[src/rtl/piso_serializer_pkg.sv]
//==============================================================================
// Module      : ser_pkg
// Description : Shared types and helpers for the parallel-in serial-out path.
// Revision    : 1.0 - initial release
//==============================================================================
`timescale 1ns/1ps
`default_nettype none

package ser_pkg;

    typedef enum logic {
        IDLE  = 1'b0,
        SHIFT = 1'b1
    } state_t;

    localparam int DEFAULT_WIDTH = 4;

    function automatic int cnt_w(input int width);
        return $clog2(width);
    endfunction

endpackage

`default_nettype wire

[src/rtl/piso_serializer.sv]
//==============================================================================
// Module      : piso_serializer
// Description : WIDTH-bit word in over valid/ready, one bit per clock out with
//               frame valid / last-bit flags; words stream back-to-back.
// Revision    : 1.0 - initial release
//==============================================================================
`timescale 1ns/1ps
`default_nettype none

module piso_serializer
    import ser_pkg::*;
#(
    parameter int WIDTH     = DEFAULT_WIDTH,
    parameter bit MSB_FIRST = 1'b1
) (
    input  logic             clk,
    input  logic             reset_n,
    input  logic             load_valid_i,
    input  logic [WIDTH-1:0] load_data_i,
    output logic             load_ready_o,
    output logic             x_o,
    output logic             x_valid_o,
    output logic             x_last_o,
    output logic             busy_o
);

    localparam int                 c_cnt_w   = cnt_w(WIDTH);
    localparam logic [c_cnt_w-1:0] c_cnt_max = c_cnt_w'(WIDTH - 1);

    state_t             r_state;
    logic [WIDTH-1:0]   r_shift;
    logic [c_cnt_w-1:0] r_cnt;

    logic               w_head;
    logic [WIDTH-1:0]   w_shift_next;
    logic               w_is_shift;
    logic               w_cnt_zero;
    logic               w_ready;

    // The output end of the register and the shift direction follow bit order.
    generate
        if (MSB_FIRST) begin : g_msb_first
            assign w_head       = r_shift[WIDTH-1];
            assign w_shift_next = {r_shift[WIDTH-2:0], 1'b0};
        end else begin : g_lsb_first
            assign w_head       = r_shift[0];
            assign w_shift_next = {1'b0, r_shift[WIDTH-1:1]};
        end
    endgenerate

    assign w_is_shift = (r_state == SHIFT);
    assign w_cnt_zero = (r_cnt == '0);

    // reset_n gates ready so nothing looks acceptable while reset is held.
    assign w_ready      = reset_n & (~w_is_shift | w_cnt_zero);
    assign load_ready_o = w_ready;
    assign x_o          = w_is_shift & w_head;
    assign x_valid_o    = w_is_shift;
    assign x_last_o     = w_is_shift & w_cnt_zero;
    assign busy_o       = w_is_shift;

    always_ff @(posedge clk or negedge reset_n) begin
        if (!reset_n) begin
            r_state <= IDLE;
            r_shift <= '0;
            r_cnt   <= '0;
        end else begin
            case (r_state)
                IDLE: begin
                    if (load_valid_i) begin
                        r_shift <= load_data_i;
                        r_cnt   <= c_cnt_max;
                        r_state <= SHIFT;
                    end
                end
                SHIFT: begin
                    if (!w_cnt_zero) begin
                        r_shift <= w_shift_next;
                        r_cnt   <= r_cnt - c_cnt_w'(1);
                    end else if (load_valid_i) begin
                        // Reload in the last-bit cycle keeps the stream gapless.
                        r_shift <= load_data_i;
                        r_cnt   <= c_cnt_max;
                    end else begin
                        r_shift <= w_shift_next;
                        r_state <= IDLE;
                    end
                end
                default: r_state <= IDLE;
            endcase
        end
    end

endmodule

`default_nettype wire

[config.mk]
export PLATFORM = sky130hd
export DESIGN_NAME = piso_serializer
export DESIGN_NICKNAME = d
export VERILOG_FILES = /design/src/rtl/piso_serializer_pkg.sv /design/src/rtl/piso_serializer.sv
export SDC_FILE = /design/constraint.sdc
export NUM_CORES = 1
export LEC_CHECK = 0
export BUFFER_PORTS_ARGS = -buffer_cell sky130_fd_sc_hd__buf_2
export CAP_MARGIN = 20
export CORE_AREA = 2 2 39 41
export DETAILED_ROUTE_END_ITERATION = 16
export DIE_AREA = 0 0 41 43
export PLACE_DENSITY = 0.51
export SYNTH_ARGS = -nofsm -noshare
export SYNTH_HDL_FRONTEND = slang
export SYNTH_SLANG_ARGS = --single-unit
[constraint.sdc]
create_clock -name clk -period 1.5 [get_ports clk]
set_clock_uncertainty 0.2 [all_clocks]
set_input_delay 0.3 -clock clk [delete_from_list [all_inputs] [get_ports clk]]
set_output_delay 0.3 -clock clk [all_outputs]
set_load 0.03 [all_outputs]
==> summary.txt, run 1 <==
Timing
  – RSZ-0062 raised after global routing: true
  – Worst-Margin Slew: 0.199 ns
  – Rel. slew slack: 0.866
  – Tmin final: 1.63 ns
  – Setup-failing EPs final: 5
  – Setup_tns: -0.598 ns
  – Final hold viol count: 0
  – Worst Hold Margin: 0.0701 ns
  – Max Slew Vio Count: 0
  – Setup WS post-layout: -0.131 ns
  – Max Fclk: 613 MHz
  – Period utilization: 1.09

Placed design
  – Placement Setup Slack: 0.0410 ns
  – Placed cell count: 66
  – HPWL after detailed placement: 629 microns
  – PortBufs: 11
  – Gpl congestion: 0.665

Setup path
  – Setup crit start: r_cnt[1]
  – Setup crit start kind: flop
  – Setup CP Type: flop to flop
  – Critical Path RT: 1.44 ns
  – Crit path capture: r_shift[2]
  – Worst reg2reg path depth: 4
  – CP Max Fanout: 4
  – Worst reg2reg path endpoint: r_shift[2]
  – Critical Path AT: 1.57 ns
  – CP endpoint kind: flop
  – Reg2Reg Setup Slack: -0.13 ns
  – Reg2reg start: r_cnt[1]

Status
  – Violated checks: negative setup slack
  – Outcome: complete, but fails checks

Synthesis
  – Flops & latches, synth: 7
  – Synth area leaders: dfrtp_1 46%, o221a_1 8.9%, a211o_2 7.9%
  – Top-area cell type share of the netlist area: 0.459
  – Post-Syn Nets: 42
  – Seq/Total Area, Yosys: 0.459
  – Mapped Avg Cell Area: 10.9 sq um
  – Largest area contributor in the synthesized netlist: dfrtp_1
  – Library cells used by synthesis: 19
  – Post-synthesis cell count: 35
  – Ys Warns: 0
  – Syn Std Cell Area: 382 sq um

CTS
  – Root Buffer: clkbuf_4
  – Reg clk slew, reported paths: 0.05 ns
  – CTS buffer count: 3
  – CTS sink cnt: 7
  – H-tree depth: 1
  – CTS tree: built
  – Worst skew pair latency: 0.25 ns
  – Max Root-Sink Buffers: 2

Global route
  – Global route overflow: 0
  – Vias in the first global route: 344
  – Largest net degree at the start of global routing: 11
  – GRT Overall Usage: 0.125
  – Initial antenna violation count: 0
  – First-pass GRT wire length: 1.47 mm

Layout
  – Area delta synth->final: 65.6%
  – Layout cell share with drive strength beyond 1: 0.623
  – Fin nets: 69
  – Final antenna diode count: 0
  – Fin cells: 77

Detailed routing
  – DR pass1 iterations: 1
  – Residual DRC: 0
  – Final wirelength: 917 microns
  – Routed vias/inst: 4.53
  – Routed len/inst: 11.9 microns
  – Antenna-violating nets left: 0
  – Via Count: 349
  – Detailed Route Iter0 Violations: 0

Power
  – PD cells: 2220 mW/mm^2
  – Worst vdd ir: 0.000798 V
  – P_leak: 0.298 nW

Job
  – Max Cap Viol: 0

Floorplanning
  – Die X: 41 microns
  – Height of the chip: 43 microns
  – Row count: 14
  – Starting Density: 0.276
  – Core footprint: 0.00138 sq mm
  – Die ar.: 0.00176 sq mm
  – IO Count: 12

Hold path
  – Hold crit path type: input pin to flop
-- metal layers --
metal	GRT usage	vias up	share of wire
li1	-	177	-
met1	0.171	165	0.47
met5	0	-	0
met4	0.100	0	0
met2	0.166	7	0.48
met3	0.0209	0	0.049
-- worst max-delay path, stage by stage, from the launching register on --
cell     delay, ns
dfrtp_1       0.41
buf_4         0.15
buf_6         0.10
or3b_4        0.39
o221a_1       0.27
-- cell type report --
| cell class | count | area, sq um |
|---|---|---|
| multi-input combinational | 25 | 200 |
| timing repair buffer | 25 | 209 |
| clock buffer | 4 | 26.3 |
| fill | 139 | 752 |
| sequential | 7 | 176 |
| tap | 16 | 20.0 |
-- timing repair --
item / in CTS / in global routing
hold buffers: 1 / 0
setup buffers: 4 / 2
gates resized for setup: 16 / 2
endpoints found under the setup margin: 3 / 6
pin swaps: 1 / 1
hold endpoints to repair: 7 / 0
-- synth_stat cells --
cell,count
nor2_1,2
buf_6,1
o221a_1,3
nor3b_1,1
nand2_2,1
buf_4,2
a211o_2,3
o21ai_0,1
a21oi_1,2
and2b_2,1
dfrtp_1,7
nor2b_1,2
a211oi_1,1
xor2_1,1
nand3_1,1
and2_1,2
nand2_1,2
nand2b_1,1
or3b_4,1
-- registers in the layout, summed over array words and instances, names as in the netlist --
| register | count |
|---|---|
| r_cnt | 2 |
| busy_o | 1 |
| r_shift | 4 |
-- cells by family after synthesis --
group                  Yosys count  share of synthesized area
XOR/XNOR                         1                     0.0230
buffers and inverters            3                     0.0688
AO/OA/AOI/OAI                   10                      0.226
flip-flops                       7                      0.459
AND/OR/NAND/NOR                 14                      0.223
-- stage by stage --
step           utilization  power [mW]  area, sq um
5_1_grt              0.457        1.49          632
4_1_cts              0.442        1.37          612
3_3_place_gp         0.359       0.970          497
2_1_floorplan            -       0.777          395
3_5_place_dp         0.359       0.969          497
6_report             0.457        1.40          632
-- report_power, final --
part	internal, mW	total [mW]	switching (mW)
combinational	0.512	0.880	0.368
clock	0.102	0.172	0.0708
sequential	0.278	0.351	0.0731
-- worst min-delay path by stage --
stage,slack [ns],end,from,cells after the start
after CTS,0.07,r_shift[0],load_data_i[0],3
final,0.07,r_shift[0],load_data_i[0],3
after global placement,0.04,r_shift[3],reset_n,2
after global routing,0.07,r_shift[0],load_data_i[0],3
after detailed placement,0.02,r_shift[3],reset_n,2
after floorplan,-0.20,busy_o,reset_n,0
-- cell usage in the layout, fill, tap and decap left out --
cell type	count
and2b_2	1
a211oi_1	1
buf_2	6
nand2b_1	1
nand3_1	1
a211o_2	3
dfrtp_2	1
o21ai_2	1
nor2b_1	2
and2_4	2
a21oi_1	2
xor2_1	1
dfrtp_1	6
nand2_2	1
nand2_1	2
clkbuf_4	3
nor2_1	2
or3b_4	1
clkbuf_1	1
o221a_1	3
nor3b_4	1
dlygate4sd3_1	1
buf_6	9
buf_4	9
No activity file was read; power rests on OpenSTA's default activity.
==> run 2, diff against run 1 <==
--- a/config.mk
+++ b/config.mk
@@ -10,6 +10,7 @@
 export CORE_AREA = 2 2 39 41
 export DETAILED_ROUTE_END_ITERATION = 16
 export DIE_AREA = 0 0 41 43
+export GPL_TIMING_DRIVEN = 0
 export PLACE_DENSITY = 0.51
 export SYNTH_ARGS = -nofsm -noshare
 export SYNTH_HDL_FRONTEND = slang
==> constraint.sdc (replaced) <==
create_clock -name clk -period 1.5 [get_ports clk]
set_clock_uncertainty 0.2 [all_clocks]
set_input_delay 0.3 -clock clk [delete_from_list [all_inputs] [get_ports clk]]
set_output_delay 0.3 -clock clk [all_outputs]
set_load 0.005 [all_outputs]
==> run 2 against run 1 <==
The flow still finishes with violations (negative setup slack). Critical path depth down 1. Clock power grew 2%. First-iteration DRC count up 4. Largest cell class is now multi-input combinational cells.
==> summary.txt, run 2 (synthesis results as in run 1) <==
Floorplanning
  – Starting Density: 0.276
  – IO Count: 12
  – Row count: 14
  – Height of the chip: 43 microns
  – Core footprint: 0.00138 sq mm
  – Die ar.: 0.00176 sq mm
  – Die X: 41 microns

Layout
  – Top reg by flops: r_shift
  – Final antenna diode count: 0
  – Fin nets: 64
  – Layout cell share with drive strength beyond 1: 0.571
  – Commonest cells after routing, fill and taps aside: 9 x buf_2, 5 x buf_6, 5 x buf_4, 5 x dfrtp_1
  – Most common cell after layout, fill and taps aside: buf_2
  – Max reg flops: 4
  – Area delta synth->final: 47.9%
  – Design area: 564 sq um

Setup path
  – Critical Path RT: 1.43 ns
  – Critical path's slowest cell: dfrtp_2
  – Cell breakdown of the critical path: buf_4 > or3b_4 > o221a_1
  – Crit path largest cell delay: 0.43 ns
  – WP buf/inv: 1
  – CP endpoint kind: flop
  – Setup crit start kind: flop
  – CP Max Fanout: 4
  – CP top delay family: flip-flops
  – Setup CP Type: flop to flop
  – Critical Path AT: 1.52 ns

Global route
  – Initial antenna violation count: 0
  – Global route overflow: 0
  – GRT Overall Usage: 0.114
  – Largest net degree at the start of global routing: 11
  – Vias in the first global route: 323
  – First-pass GRT wire length: 1.32 mm

Power
  – Worst vdd ir: 0.000637 V
  – P_leak: 0.261 nW
  – PD cells: 1980 mW/mm^2

Timing
  – Setup WS post-layout: -0.0921 ns
  – Setup-failing EPs final: 6
  – Rel. slew slack: 0.760
  – Max Slew Vio Count: 0
  – Max Fclk: 628 MHz
  – Period utilization: 1.06
  – Tmin final: 1.59 ns
  – Worst Hold Margin: 0.0645 ns
  – Worst-Margin Slew: 0.359 ns
  – Final hold viol count: 0
  – RSZ-0062 raised after global routing: true

Detailed routing
  – Routed vias/inst: 4.51
  – Via Count: 325
  – Detailed Route Iter0 Violations: 4
  – Routed len/inst: 12.2 microns
  – Residual DRC: 0
  – Antenna-violating nets left: 0
  – Final wirelength: 875 microns
  – DR pass1 iterations: 2

Job
  – Max Cap Viol: 0

Status
  – Violated checks: negative setup slack
  – Outcome: complete, but fails checks

CTS
  – H-tree depth: 1
  – CTS tree: built
  – Root Buffer: clkbuf_4
  – CTS buffer count: 3
  – CTS sink cnt: 7
  – Reg clk slew, reported paths: 0.06 ns
  – Worst skew pair latency: 0.25 ns
  – Max Root-Sink Buffers: 2

Placed design
  – Placed instance area: 457 sq um
  – Gpl congestion: 0.655
  – PortBufs: 11
  – HPWL after detailed placement: 553 microns

Hold path
  – Hold crit path type: input pin to flop
==> run 2: report_power, final <==
part | switching (mW) | internal [mW]
Sequential | 0.0675 | 0.281
Clock | 0.0738 | 0.102
Combinational | 0.223 | 0.371
Total | 0.364 | 0.754
==> run 2: cell type report <==
class                   instances  area [sq um]
fillers                       147           820
multi-input cells              25           191
flip-flops and latches          7           178
repair buffers                 18           130
clock buffers                   4          26.3
well taps                      16          20.0
plain buffers                   2          18.8
==> run 2: timing repair <==
item,4_1_cts,5_1_grt
setup endpoints to repair,3,7
pin swaps,2,2
resized for setup,4,6
hold endpoints to repair,7,0
setup buffers,4,2
hold buffers,1,0
==> run 2: worst paths after layout <==
check                                from    endpoint  slack, ns  cells past startpoint
min                        load_data_i[0]  r_shift[0]       0.06                      3
min in group asynchronous         reset_n      busy_o       0.31                      2
max reg2reg                      r_cnt[1]  r_shift[1]      -0.09                      3
min reg2reg                    r_shift[0]  r_shift[0]       0.28                      2
max                              r_cnt[1]  r_shift[1]      -0.09                      3
max in group asynchronous         reset_n    r_cnt[0]       0.51                      2
==> run 2: worst reg2reg max path: stages (launching register included) <==
cell and delay [ns]:
dfrtp_2 0.43, buf_4 0.16, or3b_4 0.41, o221a_1 0.28
==> run 2: layer usage <==
metal	vias up	wire length, microns	global-route usage
li1	167	-	-
met1	152	455	0.166
met2	6	386	0.147
met3	0	33	0.0314
met4	0	0	0.0600
met5	-	0	0
==> run 2: stage by stage <==
stage	instances	power [mW]	util	setup TNS (ns)	worst slack, ns
2_1_floorplan	35	0.624	-	0	0.115
3_3_place_gp	62	0.742	0.330	0	0.00265
3_5_place_dp	62	0.749	0.330	-0.00490	-0.00490
4_1_cts	71	1.02	0.382	-0.436	-0.0965
5_1_grt	72	1.21	0.408	-0.661	-0.156
6_report	72	1.12	0.408	-0.411	-0.0921
